$ cat src/rtl/ws2811_frame_scheduler.sv
// Frame sequencer for the WS2811 array datapath: arbitrates ext/wave sources,
// walks every LED word, then holds the serial latch gap. Auto-refresh optional.
module ws2811_frame_scheduler #(
  parameter int REFRESH_CYCLES = 1000000,
  parameter int WORD_TIMEOUT   = 4096,
  parameter int TIMER_W        = 32
) (
  input  logic       clock,
  input  logic       reset,
  input  logic       req_ext,
  input  logic       req_wave,
  input  logic       auto_refresh,
  input  logic       last_led,
  input  logic       word_sent,
  input  logic       serial_reset_done,
  output logic       send_data,
  output logic       next_led,
  output logic       serial_reset,
  output logic       use_external_rgb,
  output logic       grant_ext,
  output logic       grant_wave,
  output logic       busy,
  output logic       frame_done,
  output logic       error,
  output logic [3:0] db_estado
);

  typedef enum logic [2:0] {
    S_IDLE      = 3'd0,
    S_ARB       = 3'd1,
    S_SEND      = 3'd2,
    S_WAIT_WORD = 3'd3,
    S_ADVANCE   = 3'd4,
    S_CHECK     = 3'd5,
    S_LATCH     = 3'd6,
    S_DONE      = 3'd7
  } state_t;

  localparam logic [TIMER_W-1:0] REFRESH_LAST = TIMER_W'(REFRESH_CYCLES - 1);
  localparam logic [TIMER_W-1:0] WORD_LAST    = TIMER_W'(WORD_TIMEOUT - 1);

  state_t             state, state_nxt;
  logic [TIMER_W-1:0] refresh_cnt;
  logic [TIMER_W-1:0] timeout_cnt;
  logic               refresh_tick;
  logic               tick_pending;
  logic               rr_ext;
  logic               last_ext;
  logic               pick_ext;
  logic               word_timeout;

  assign refresh_tick = auto_refresh && (refresh_cnt == REFRESH_LAST);
  assign word_timeout = (timeout_cnt == WORD_LAST);

  // Single requester wins outright; a tie goes round-robin; tick-only repeats the last owner.
  always_comb begin
    pick_ext = last_ext;
    if (req_ext && !req_wave)
      pick_ext = 1'b1;
    else if (!req_ext && req_wave)
      pick_ext = 1'b0;
    else if (req_ext && req_wave)
      pick_ext = rr_ext;
  end

  always_ff @(posedge clock or posedge reset) begin
    if (reset)
      state <= S_IDLE;
    else
      state <= state_nxt;
  end

  always_comb begin
    state_nxt = state;
    case (state)
      S_IDLE:      if (req_ext || req_wave || tick_pending) state_nxt = S_ARB;
      S_ARB:       state_nxt = S_SEND;
      S_SEND:      state_nxt = S_WAIT_WORD;
      S_WAIT_WORD: begin
        if (word_sent)
          state_nxt = S_ADVANCE;
        else if (word_timeout)
          state_nxt = S_LATCH;
      end
      S_ADVANCE:   state_nxt = S_CHECK;
      S_CHECK:     state_nxt = last_led ? S_LATCH : S_SEND;
      S_LATCH:     if (serial_reset_done) state_nxt = S_DONE;
      S_DONE:      state_nxt = S_IDLE;
      default:     state_nxt = S_IDLE;
    endcase
  end

  always_comb begin
    send_data    = (state == S_SEND);
    next_led     = (state == S_ADVANCE);
    serial_reset = (state == S_LATCH);
    frame_done   = (state == S_DONE);
    busy         = (state != S_IDLE);
    db_estado    = {1'b0, state};
  end

  always_ff @(posedge clock or posedge reset) begin
    if (reset) begin
      refresh_cnt      <= '0;
      timeout_cnt      <= '0;
      tick_pending     <= 1'b0;
      rr_ext           <= 1'b1;
      last_ext         <= 1'b1;
      grant_ext        <= 1'b0;
      grant_wave       <= 1'b0;
      use_external_rgb <= 1'b0;
      error            <= 1'b0;
    end else begin
      if (!auto_refresh || refresh_tick)
        refresh_cnt <= '0;
      else
        refresh_cnt <= refresh_cnt + TIMER_W'(1);

      // The frame starting in ARB satisfies any tick arriving in that same cycle.
      if (state == S_ARB)
        tick_pending <= 1'b0;
      else if (refresh_tick)
        tick_pending <= 1'b1;

      case (state)
        S_ARB: begin
          grant_ext        <= pick_ext;
          grant_wave       <= !pick_ext;
          use_external_rgb <= pick_ext;
          rr_ext           <= !pick_ext;
          last_ext         <= pick_ext;
        end
        S_SEND: timeout_cnt <= '0;
        S_WAIT_WORD: begin
          if (!word_sent) begin
            if (word_timeout)
              error <= 1'b1;
            else
              timeout_cnt <= timeout_cnt + TIMER_W'(1);
          end
        end
        S_DONE: begin
          grant_ext        <= 1'b0;
          grant_wave       <= 1'b0;
          use_external_rgb <= 1'b0;
        end
        default: ;
      endcase
    end
  end

endmodule

$ cat config.mk
export PLATFORM = sky130hd
export DESIGN_NAME = ws2811_frame_scheduler
export DESIGN_NICKNAME = d
export VERILOG_FILES = /design/src/rtl/ws2811_frame_scheduler.sv
export SDC_FILE = /design/constraint.sdc
export NUM_CORES = 1
export LEC_CHECK = 0
export CORE_ASPECT_RATIO = 0.6
export CORE_UTILIZATION = 25
export CTS_CLUSTER_SIZE = 25
export DETAILED_ROUTE_END_ITERATION = 16
export SYNTH_ARGS = -nofsm -noshare
export SYNTH_HDL_FRONTEND = slang
export SYNTH_SLANG_ARGS = --single-unit
$ cat constraint.sdc
create_clock -name clock -period 3.65 [get_ports clock]
set_input_delay 0.365 -clock clock [delete_from_list [all_inputs] [get_ports clock]]
set_output_delay 0.365 -clock clock [all_outputs]
set_load 0.05 [all_outputs]
Yosys cells after proc, flatten, opt, wreduce, memory -nomap -nowiden
Index checks and enable logic that the tools add are counted.
{ "op_classes": {"bitwise": 1, "mux": 17, "eq_ne": 14, "reduce_logical": 19, "addsub": 2} }
{ "ops": {"columns": ["op", "n"], "rows": [
  ["$mux W32", 3],
  ["$add A32 B1 Y32 const B", 2],
  ["$pmux W32 S2", 1],
  ["$eq A32 B12 Y1 const B", 1],
  ["$eq A32 B20 Y1 const B", 1],
  ["$pmux W3 S8", 1],
  ["$mux W3", 5],
  ["$eq A3 B3 Y1 const B", 4],
  ["$reduce_and A3 Y1", 3],
  ["$ne A2 B2 Y1 const B", 4],
  ["$eq A3 B2 Y1 const B", 2],
  ["$reduce_bool A2 Y1", 3],
  ["$mux W1", 5],
  ["$logic_and A1 B1 Y1", 4],
  ["$logic_not A1 Y1", 4],
  ["$pmux W1 S2", 2],
  ["$eq A3 B1 Y1 const B", 1],
  ["$logic_not A3 Y1", 1],
  ["$logic_or A1 B1 Y1", 3],
  ["$ne A3 B3 Y1 const B", 1],
  ["$reduce_bool A3 Y1", 1],
  ["$not A1 Y1", 1]
]} }
{ "totals": {"output_inout_bits": 13, "wordCells": 62, "register_bits": 73, "in_bits": 8} }

Depth between registers and ports, before layout
Gate-level depths: netlist (run 1).
{ "depth": {"word_depth": 6, "ltp_mapped": 7} }

Worst setup path before layout (run 1)
OpenSTA, ideal clock, no wires.
{ "synth_timing": {"path_type": "flip-flop to output port", "startpoint": "register state[2]", "endpoint": "output next_led", "arrival_ps": 2090, "path_stages_with_launch": 3, "required_ps": 3285, "setup_slack_ps": 1195, "path_buffers": 1, "cell_sequence": "dfrtp_1 -> clkbuf_1 -> nor3b_1"} }
{ "synth_between": {"elab_chain_len": 1} }
{ "synth_lines": {"columns": ["element", "line", "text"], "rows": [
  ["start, declared", "42", "state_t state, state_nxt;"],
  ["start signal, assigned", "70", "state <= state_nxt;"],
  ["$eq A3 B3 Y1", "95", "next_led = (state == S_ADVANCE);"],
  ["end, declared", "17", "output logic next_led,"]
]} }
No other way between the ends.

Worst setup path after layout (run 1)
{ "layout_timing": {"startpoint": "register state[1]", "endpoint": "output send_data"} }
{ "layout_between": {"elab_chain_len": 1} }
{ "layout_lines": {"columns": ["element", "line", "text"], "rows": [
  ["$eq A3 B2 Y1", "94", "send_data = (state == S_SEND);"],
  ["end, declared", "16", "output logic send_data,"]
]} }
No other way between the ends.

==> flow_metrics.tcl, run 1 <==
set metrics [dict create \
    ir_drop_mv 0.489 \
    skew_ps 7.10 \
    portBuffers 19 \
    drtIter0Drc 390 \
    fillers 1721 \
    max_freq_mhz 363 \
    worstPathArrival_ps 2390 \
    maxCapViolCount 0 \
    ys_warn_count 0 \
    drtAntennaViolNets 0 \
    core_sq_mm 0.0162 \
    grt_pass1_vias 3338 \
    synthMuxAreaShare 0.00241 \
    start_kind "flop" \
    ys_seq_elements 73 \
    relSlewSlack 0.480 \
    setup_tns_ps 0 \
    hp-class "input port to async pin" \
    synth_compound_area_frac 0.145 \
    dieArea_sq_mm 0.0171 \
    ios 21 \
    powerDensity_mw_per_mm2 547 \
    viasPerCell 5.34 \
    antenna_found_initial 0 \
    async_flop_share 1.00 \
    cts_max_level 3 \
    ctsResizeCount 0 \
    postCtsHoldBufs 0 \
    dp.cells 649 \
    cts.sinks 73 \
    cts_tree "built" \
    hold_viol_final 0 \
    fin_crit_sh 0.756 \
    p_leak_nw 1.96 \
    crit_type "flop to output pin" \
    die_w_um 168 \
    hpwl_um 7400 \
    synth_cells 445 \
    totalWireLength_um 10600 \
    ys_types 63 \
    area_delta_synth_final_pct 13.9 \
    synth_fp_nets 455 \
    grt_max_degree 33 \
    final-setup-viol-count 0 \
    fin_cells 665 \
    rsz0062_at_grt "false" \
    clock_latency_ps 340 \
    yosysSeqAreaShare 0.441 \
    clock_path_buffers 2 \
    die-height_um 102 \
    synth_fa_ha_area_frac 0.00603 \
    drc 0 \
    vias 3548 \
    cts_root_buf "clkbuf_16" \
    avgSynthCellArea_sq_um 9.33 \
    drt-wirelength-per-cell_um 16.0 \
    fin_crit_ps 2760 \
    grt_usage 0.134 \
    clkTransAtPathRegs_ps 60 \
    worst_pin_slew_ps 779 \
    drive_gt1_frac 0.0877 \
    synth_area_sq_mm 0.00415 \
    synth_top_family_by_area "simple AND/OR/NAND/NOR gates" \
    synth_xor_area_frac 0.0633 \
    status "complete, no violations" \
    synthSimpleGateAreaFrac 0.287 \
    postCtsSetupRepairBufs 0 \
    critPathMaxFanout 13 \
    cts_inserted_buffers 9 \
    antenna_cells 0 \
    initial_core_util 0.256 \
    gp_congestion 0.878 \
    final-max-slew-violation-count 0 \
    synth_top_flop_cell "dfrtp_1" \
    cp.required_ps 3280 \
    grt_first_pass_wirelength_um 17800 \
    synth-edff-count 0 \
    rows 36 \
    endpoint_kind "output pin" \
    dr.pass1.iters 6 \
    fin_nets 461 \
    grt_overflow 0 \
]
-- final timing paths --
path / from / end / slack [ps] / cells after the start
setup reg to reg: state[0] / timeout_cnt[13] / 1120 / 6
hold reg to reg: refresh_cnt[0] / refresh_cnt[0] / 450 / 1
hold / removal: reset / refresh_cnt[9] / 310 / 2
setup / recovery: state[1] / send_data / 890 / 3
max in group asynchronous: reset / timeout_cnt[22] / 2590 / 3
min in group clock: refresh_cnt[0] / refresh_cnt[0] / 450 / 1
-- Yosys cell counts (3+ instances only) --
master,count,area [sq um]
nor4b_1,3,26.3
clkbuf_1,7,26.3
xor2_1,23,201
o21a_1,5,37.5
dfrtp_1,71,1780
xnor2_1,7,61.3
nand3_1,32,160
a41oi_1,7,61.3
buf_6,6,67.6
a21oi_1,15,75.1
a31oi_1,24,150
inv_1,9,33.8
nor4_1,10,62.6
a21o_1,5,37.5
nand2_1,29,109
nor3b_1,4,30.0
nand4_1,24,150
and3_1,17,106
nor3_1,8,40.0
buf_2,9,45.0
and4_1,9,78.8
buf_4,6,45.0
and2_1,5,31.3
nor2_1,47,176
or3_1,4,25.0
o21ai_0,10,50.1
-- layout make-up --
type / instances / area [sq um] / share of cell area
multi-input combinational: 333 / 2090 / 0.443
sequential: 73 / 1830 / 0.387
tap: 209 / 262 / 0.0553
timing repair buffer: 25 / 235 / 0.0498
clock buffer: 10 / 229 / 0.0484
clock inverter: 6 / 43.8 / 0.00926
inverter: 9 / 33.8 / 0.00715
-- logic make-up (layout without fill, tap and decap cells) --
group                    count (synthesis)  count (layout)
AND/OR/NAND/NOR                        212             212
other                                    1               1
multiplexers                             1               1
flip-flops                              73              73
XOR/XNOR                                30              30
adder cells (fa/ha/maj)                  2               2
buffers and inverters                   39              50
AO/OA/AOI/OAI                           87              87
-- sequential cells by signal (all words and copies together) (netlist names) --
name          flops
refresh_cnt      32
timeout_cnt      32
state             3
error             1
grant_ext         1
grant_wave        1
last_ext          1
rr_ext            1
tick_pending      1
-- worst max-delay path, cell delays in order, from the launching register on --
cell	delay (ps)
dfrtp_1	600
nand2_1	430
inv_1	200
clkdlybuf4s50_1	820
-- placed cells by master (no fill, tap or decap), types with 9 or more instances in the layout --
cell type / n
a21oi_1: 15
a31oi_1: 24
and3_1: 17
and4_1: 9
clkbuf_16: 9
clkdlybuf4s50_1: 19
dfrtp_1: 71
nand2_1: 29
nand3_1: 32
nand4_1: 24
nor2_1: 47
nor4_1: 10
o21ai_0: 10
xor2_1: 23
-- per-layer routing --
layer,vias to the layer above,wire length (um),GRT usage
li1,1661,-,-
met1,1775,5580,0.201
met2,102,4200,0.183
met3,10,727,0.0391
met4,0,116,0.0427
met5,-,0,0
-- through the flow --
step	hold WS [ps]	cell area (sq um)	util	worst slack (ps)	power (mW)
3_5_place_dp	444	4450	0.275	1140	1.78
2_1_floorplan	424	4150	-	1190	1.57
5_1_grt	336	4730	0.292	771	2.72
3_3_place_gp	442	4450	0.275	1220	1.76
6_report	314	4730	0.292	892	2.59
4_1_cts	322	4730	0.292	886	2.61
-- power breakdown --
part	switching (mW)	internal (mW)	leakage (nW)
registers	0.120	0.882	1.00
clock network	0.357	0.462	0.133
logic	0.533	0.232	0.822
total	1.01	1.58	1.96
No activity file was read; power rests on OpenSTA's default activity.
==> inputs of run 2 (changes only) <==
- clock period: 3.65 -> 2.2 ns (I/O delays scaled with it)
==> run 2 against run 1 <==
Against the previous run:
- die area is the same
- core utilization grew 1.2 points
- register-to-register slack lost 1000 ps
- highest routed layer unchanged
==> flow_metrics.tcl, run 2 (synthesis gave the netlist of run 1 again) <==
set metrics [dict create \
    fillers 1695 \
    reg2reg_depth 6 \
    core_sq_mm 0.0162 \
    p_leak_nw 2.09 \
    setup_slack_ps 43.9 \
    gp_congestion 0.861 \
    drive_gt1_frac 0.136 \
    crit_type "flop to output pin" \
    grt_max_degree 32 \
    switching_share 0.377 \
    totalWireLength_um 10500 \
    max_freq_mhz 464 \
    clock_path_buffers 2 \
    grt_overflow 0 \
    cp.required_ps 1980 \
    fin_cells 686 \
    crit_slowest_cell "clkdlybuf4s50_1" \
    viasPerCell 5.23 \
    hpwl_um 7370 \
    design_area_sq_mm 0.00492 \
    final-max-slew-violation-count 0 \
    clkTransAtPathRegs_ps 60 \
    endpoint_kind "output pin" \
    die_w_um 168 \
    relSlewSlack 0.582 \
    path_buf_inv 1 \
    grt_first_pass_wirelength_um 17400 \
    clock_latency_ps 340 \
    cts_tree "built" \
    drtIter0Drc 328 \
    cp_slowest_stage_delay_ps 730 \
    cp.depth 2 \
    drt-wirelength-per-cell_um 15.2 \
    antenna_found_initial 0 \
    cts_root_buf "clkbuf_16" \
    seq_power_share 0.360 \
    vias 3586 \
    grt_pass1_vias 3336 \
    dr.pass1.iters 5 \
    layout_commonest_cell "dfrtp_1" \
    comb_power_share 0.331 \
    area_delta_synth_final_pct 18.5 \
    cts.sinks 73 \
    critPathMaxFanout 8 \
    dieArea_sq_mm 0.0171 \
    hp-class "input port to async pin" \
    p_switching_mw 1.68 \
    cts_inserted_buffers 9 \
    start_kind "flop" \
    fin_crit_ps 2160 \
    drtAntennaViolNets 0 \
    rsz0062_at_grt "false" \
    status "complete, no violations" \
    die-height_um 102 \
    hold_viol_final 0 \
    clkPwrFrac 0.309 \
    top_regs "refresh_cnt x32, timeout_cnt x32, state x3" \
    power_mw 4.46 \
    post-place-ws_ps 153 \
    dp.cells 669 \
    powerDensity_mw_per_mm2 906 \
    ir_drop_mv 0.872 \
    ios 21 \
    fin_nets 482 \
    internal_power_mw 2.78 \
    ctsResizeCount 0 \
    cts_max_level 3 \
    cp_top_family "buffers and inverters" \
    grt_usage 0.130 \
    rows 36 \
    layout_common_cells "dfrtp_1 (71), nor2_1 (47), nand3_1 (32)" \
    portBuffers 19 \
    skew_ps 8.79 \
    placed_area_sq_mm 0.00464 \
    worstPathCellList "or3_1, clkdlybuf4s50_1" \
    postLayoutCoreUtil 0.303 \
    antenna_cells 0 \
    maxCapViolCount 0 \
    worstPathArrival_ps 1940 \
    initial_core_util 0.256 \
    final-setup-viol-count 0 \
    worst_pin_slew_ps 627 \
    fin_crit_sh 0.980 \
    drc 0 \
]
## run 2: changes by cell type in the layout (fill, tap and decap cells not counted), moves of 2 or more
cell | before | now
buf_12 | 0 | 3
clkbuf_8 | 0 | 2
buf_4 | 6 | 28
clkdlybuf4s50_1 | 19 | 15
clkinv_4 | 2 | 0
## run 2: path summary, 6_finish.rpt
kind                                      from               to  slack (ps)
worst max register to register  timeout_cnt[0]  timeout_cnt[20]         110
worst max-delay path                  state[0]             busy          40
worst min-delay path                     reset  refresh_cnt[21]         240
worst min register to register  refresh_cnt[0]   refresh_cnt[0]         460
max in group asynchronous                reset  timeout_cnt[19]        1270
min in group clock              refresh_cnt[0]   refresh_cnt[0]         460
## run 2: metal layers
metal / vias to the layer above / routed length (um) / track usage
met1: 1752 / 5380 / 0.191
met3: 14 / 758 / 0.0426
met4: 0 / 137 / 0.0469
li1: 1706 / - / -
met2: 114 / 4180 / 0.175
met5: - / 0 / 0
## run 2: repair_timing
item                                   CTS  global route
endpoints found under the hold margin    0             0
setup buffers                            0             1
setup endpoints to repair                0            15
hold buffers                             0             0
## run 2: per-stage QoR
stage                     setup TNS (ps)  hold WS, ps
after floorplan                    -6.41          349
after global routing                   0          295
after global placement                 0          441
final                                  0          237
after detailed placement               0          451
after CTS                              0          240
## run 2: cell type report
cell class | count | area [sq um] | area share
clock inverter | 3 | 15.0 | 0.00305
tap | 209 | 262 | 0.0532
sequential | 73 | 1830 | 0.372
multi-input combinational | 333 | 2100 | 0.427
timing repair buffer | 46 | 420 | 0.0855
clock buffer | 13 | 260 | 0.0529
inverter | 9 | 33.8 | 0.00687
## run 2: worst reg2reg max path, cell delays in order (launching register included)
cell and delay [ps]:
dfrtp_1 410, ha_1 300, and4_1 270, nand2_2 130, or4_4 560, a32oi_1 200
o41ai_2 100
## run 2: power groups by stage
stage	Clock [mW]	Combinational [mW]	Sequential (mW)
after global placement	0	1.45	1.62
after detailed placement	0	1.46	1.62
after global routing	1.47	1.59	1.63
final	1.38	1.47	1.60
after CTS	1.41	1.47	1.60
after floorplan	0	0.903	1.71
==> inputs of run 3 (changes only) <==
- CORE_UTILIZATION: 25 -> 58
- DONT_BUFFER_PORTS: default -> 1
- PLACE_DENSITY: default -> 0.76
==> run 3 against run 2 <==
Against the previous run:
- the run now ends with DRC left
- clock power up 7%
- worst setup slack got worse by 3.1 ps
- highest routed layer unchanged
- critical endpoint is now timeout_cnt[10]
- wire length down 3.1%
- core utilization up 38 points
- sequential power about the same
- register-to-register slack got worse by 70 ps
- cell area is 5.5% lower
- count of clock-buffer cells in the layout shrank 2
- flip-flop and latch count unchanged
- largest power group unchanged
- non-clock buffer count down 14
- critical path depth is 4 higher
- combinational power is 8% lower
==> flow_metrics.tcl, run 3 (synthesis gave the netlist of run 1 again) <==
set metrics [dict create \
    cts.sinks 73 \
    maxCapViolCount 0 \
    clock_latency_ps 340 \
    hp-class "input port to flop" \
    core_sq_mm 0.00679 \
    fin_cells 550 \
    hold_start "auto_refresh" \
    fin_crit_sh 0.981 \
    relSlewSlack 0.443 \
    crit_start "timeout_cnt[26]" \
    clock_path_buffers 2 \
    setup_tns_ps 0 \
    dr.pass1.iters 12 \
    hpwl_um 6700 \
    vias 3612 \
    p_leak_nw 2.03 \
    placed_area_sq_mm 0.00430 \
    totalWireLength_um 10100 \
    worstPathArrival_ps 2370 \
    cp.required_ps 2410 \
    skew_ps 6.81 \
    postLayoutCoreUtil 0.685 \
    rows 23 \
    start_kind "flop" \
    portBuffers 0 \
    initial_core_util 0.611 \
    grt_usage 0.277 \
    final-max-slew-violation-count 0 \
    max_freq_mhz 463 \
    drtIter0Drc 391 \
    top_regs "refresh_cnt x32, timeout_cnt x32, state x3" \
    die_w_um 111 \
    grt_pass1_vias 3062 \
    reg2reg_from "timeout_cnt[26]" \
    status "complete, but fails checks" \
    critPathMaxFanout 14 \
    r2r_slack_ps 40 \
    antenna_cells 0 \
    grt_first_pass_wirelength_um 15800 \
    fin_nets 468 \
    die-height_um 67.5 \
    hold_path_depth 1 \
    endpoint_kind "flop" \
    power_mw 4.46 \
    ir_drop_mv 0.847 \
    cts_max_level 3 \
    drc 3 \
    crit_type "flop to flop" \
    dp.cells 531 \
    violations "DRC" \
    drtAntennaViolNets 0 \
    layout_common_cells "dfrtp_1 (71), nor2_1 (47), nand3_1 (32)" \
    fin_crit_ps 2160 \
    worst_pin_slew_ps 823 \
    dieArea_sq_mm 0.00751 \
    powerDensity_mw_per_mm2 960 \
    cts_inserted_buffers 9 \
    gp_congestion 0.895 \
    clkTransAtPathRegs_ps 60 \
    reg2reg_depth 6 \
    area_delta_synth_final_pct 12.0 \
    antenna_found_initial 0 \
    viasPerCell 6.57 \
    drt-wirelength-per-cell_um 18.4 \
    grt_max_degree 74 \
    design_area_sq_mm 0.00465 \
    drive_gt1_frac 0.149 \
    hold_viol_final 0 \
    grt_overflow 0 \
    cts_root_buf "clkbuf_16" \
    cts_tree "built" \
    layout_commonest_cell "dfrtp_1" \
    ios 21 \
    final-setup-viol-count 0 \
]
[run 3: cell count changes in the layout (fill, tap and decap cells not counted)]
cell	change
ha_4	+1
ha_1	-1
dlygate4sd3_1	+1
buf_4	+2
clkinvlp_4	+2
nor4_1	-2
nor4_2	+2
clkbuf_8	-1
clkinv_2	-1
bufinv_16	+1
buf_12	-2
clkdlybuf4s50_1	-15
clkbuf_1	-1
[run 3: what timing repair did]
item,4_1_cts,5_1_grt
endpoints found under the hold margin,71,0
hold buffers,1,0
setup buffers,0,2
resized for setup,0,4
setup endpoints to repair,0,24
[run 3: report_power, final]
group / leakage [nW] / switching, mW / internal (mW)
Sequential: 1.00 / 0.167 / 1.47
Combinational: 0.886 / 0.929 / 0.424
Clock: 0.142 / 0.573 / 0.905
[run 3: through the flow]
stage / hold WS [ps] / setup slack (ps)
3_5_place_dp: 229 / 87.0
2_1_floorplan: 349 / -6.41
3_3_place_gp: 221 / 89.1
6_report: 7.36 / 40.9
5_1_grt: 2.11 / -48.4
4_1_cts: 0.605 / 86.4
[run 3: critical path, cell delays in order (launching register included)]
cell,delay [ps]
dfrtp_1,420
nor4_1,520
nand4_1,280
o21a_1,300
buf_4,210
a41oi_1,230
a31oi_1,70
[run 3: layout make-up]
class,count,area [sq um]
multi-input cells,333,2120
well taps,87,109
clock inverters,5,55.1
flip-flops and latches,73,1830
fillers,486,2140
clock buffers,11,243
repair buffers,32,255
inverters,9,33.8
[run 3: metal layers]
| layer | global-route usage | part of all wire | vias up |
|---|---|---|---|
| met1 | 0.427 | 0.47 | 1718 |
| met3 | 0.0880 | 0.11 | 15 |
| met5 | 0 | 0 | - |
| li1 | - | - | 1676 |
| met4 | 0.0642 | 0.012 | 0 |
| met2 | 0.369 | 0.40 | 203 |
[run 3: final timing paths]
| path | end |
|---|---|
| worst min register to register | refresh_cnt[0] |
| worst max register to register | timeout_cnt[10] |
| worst max-delay path | timeout_cnt[10] |
| worst min-delay path | refresh_cnt[4] |
| max in group asynchronous | rr_ext |
| min in group asynchronous | refresh_cnt[10] |
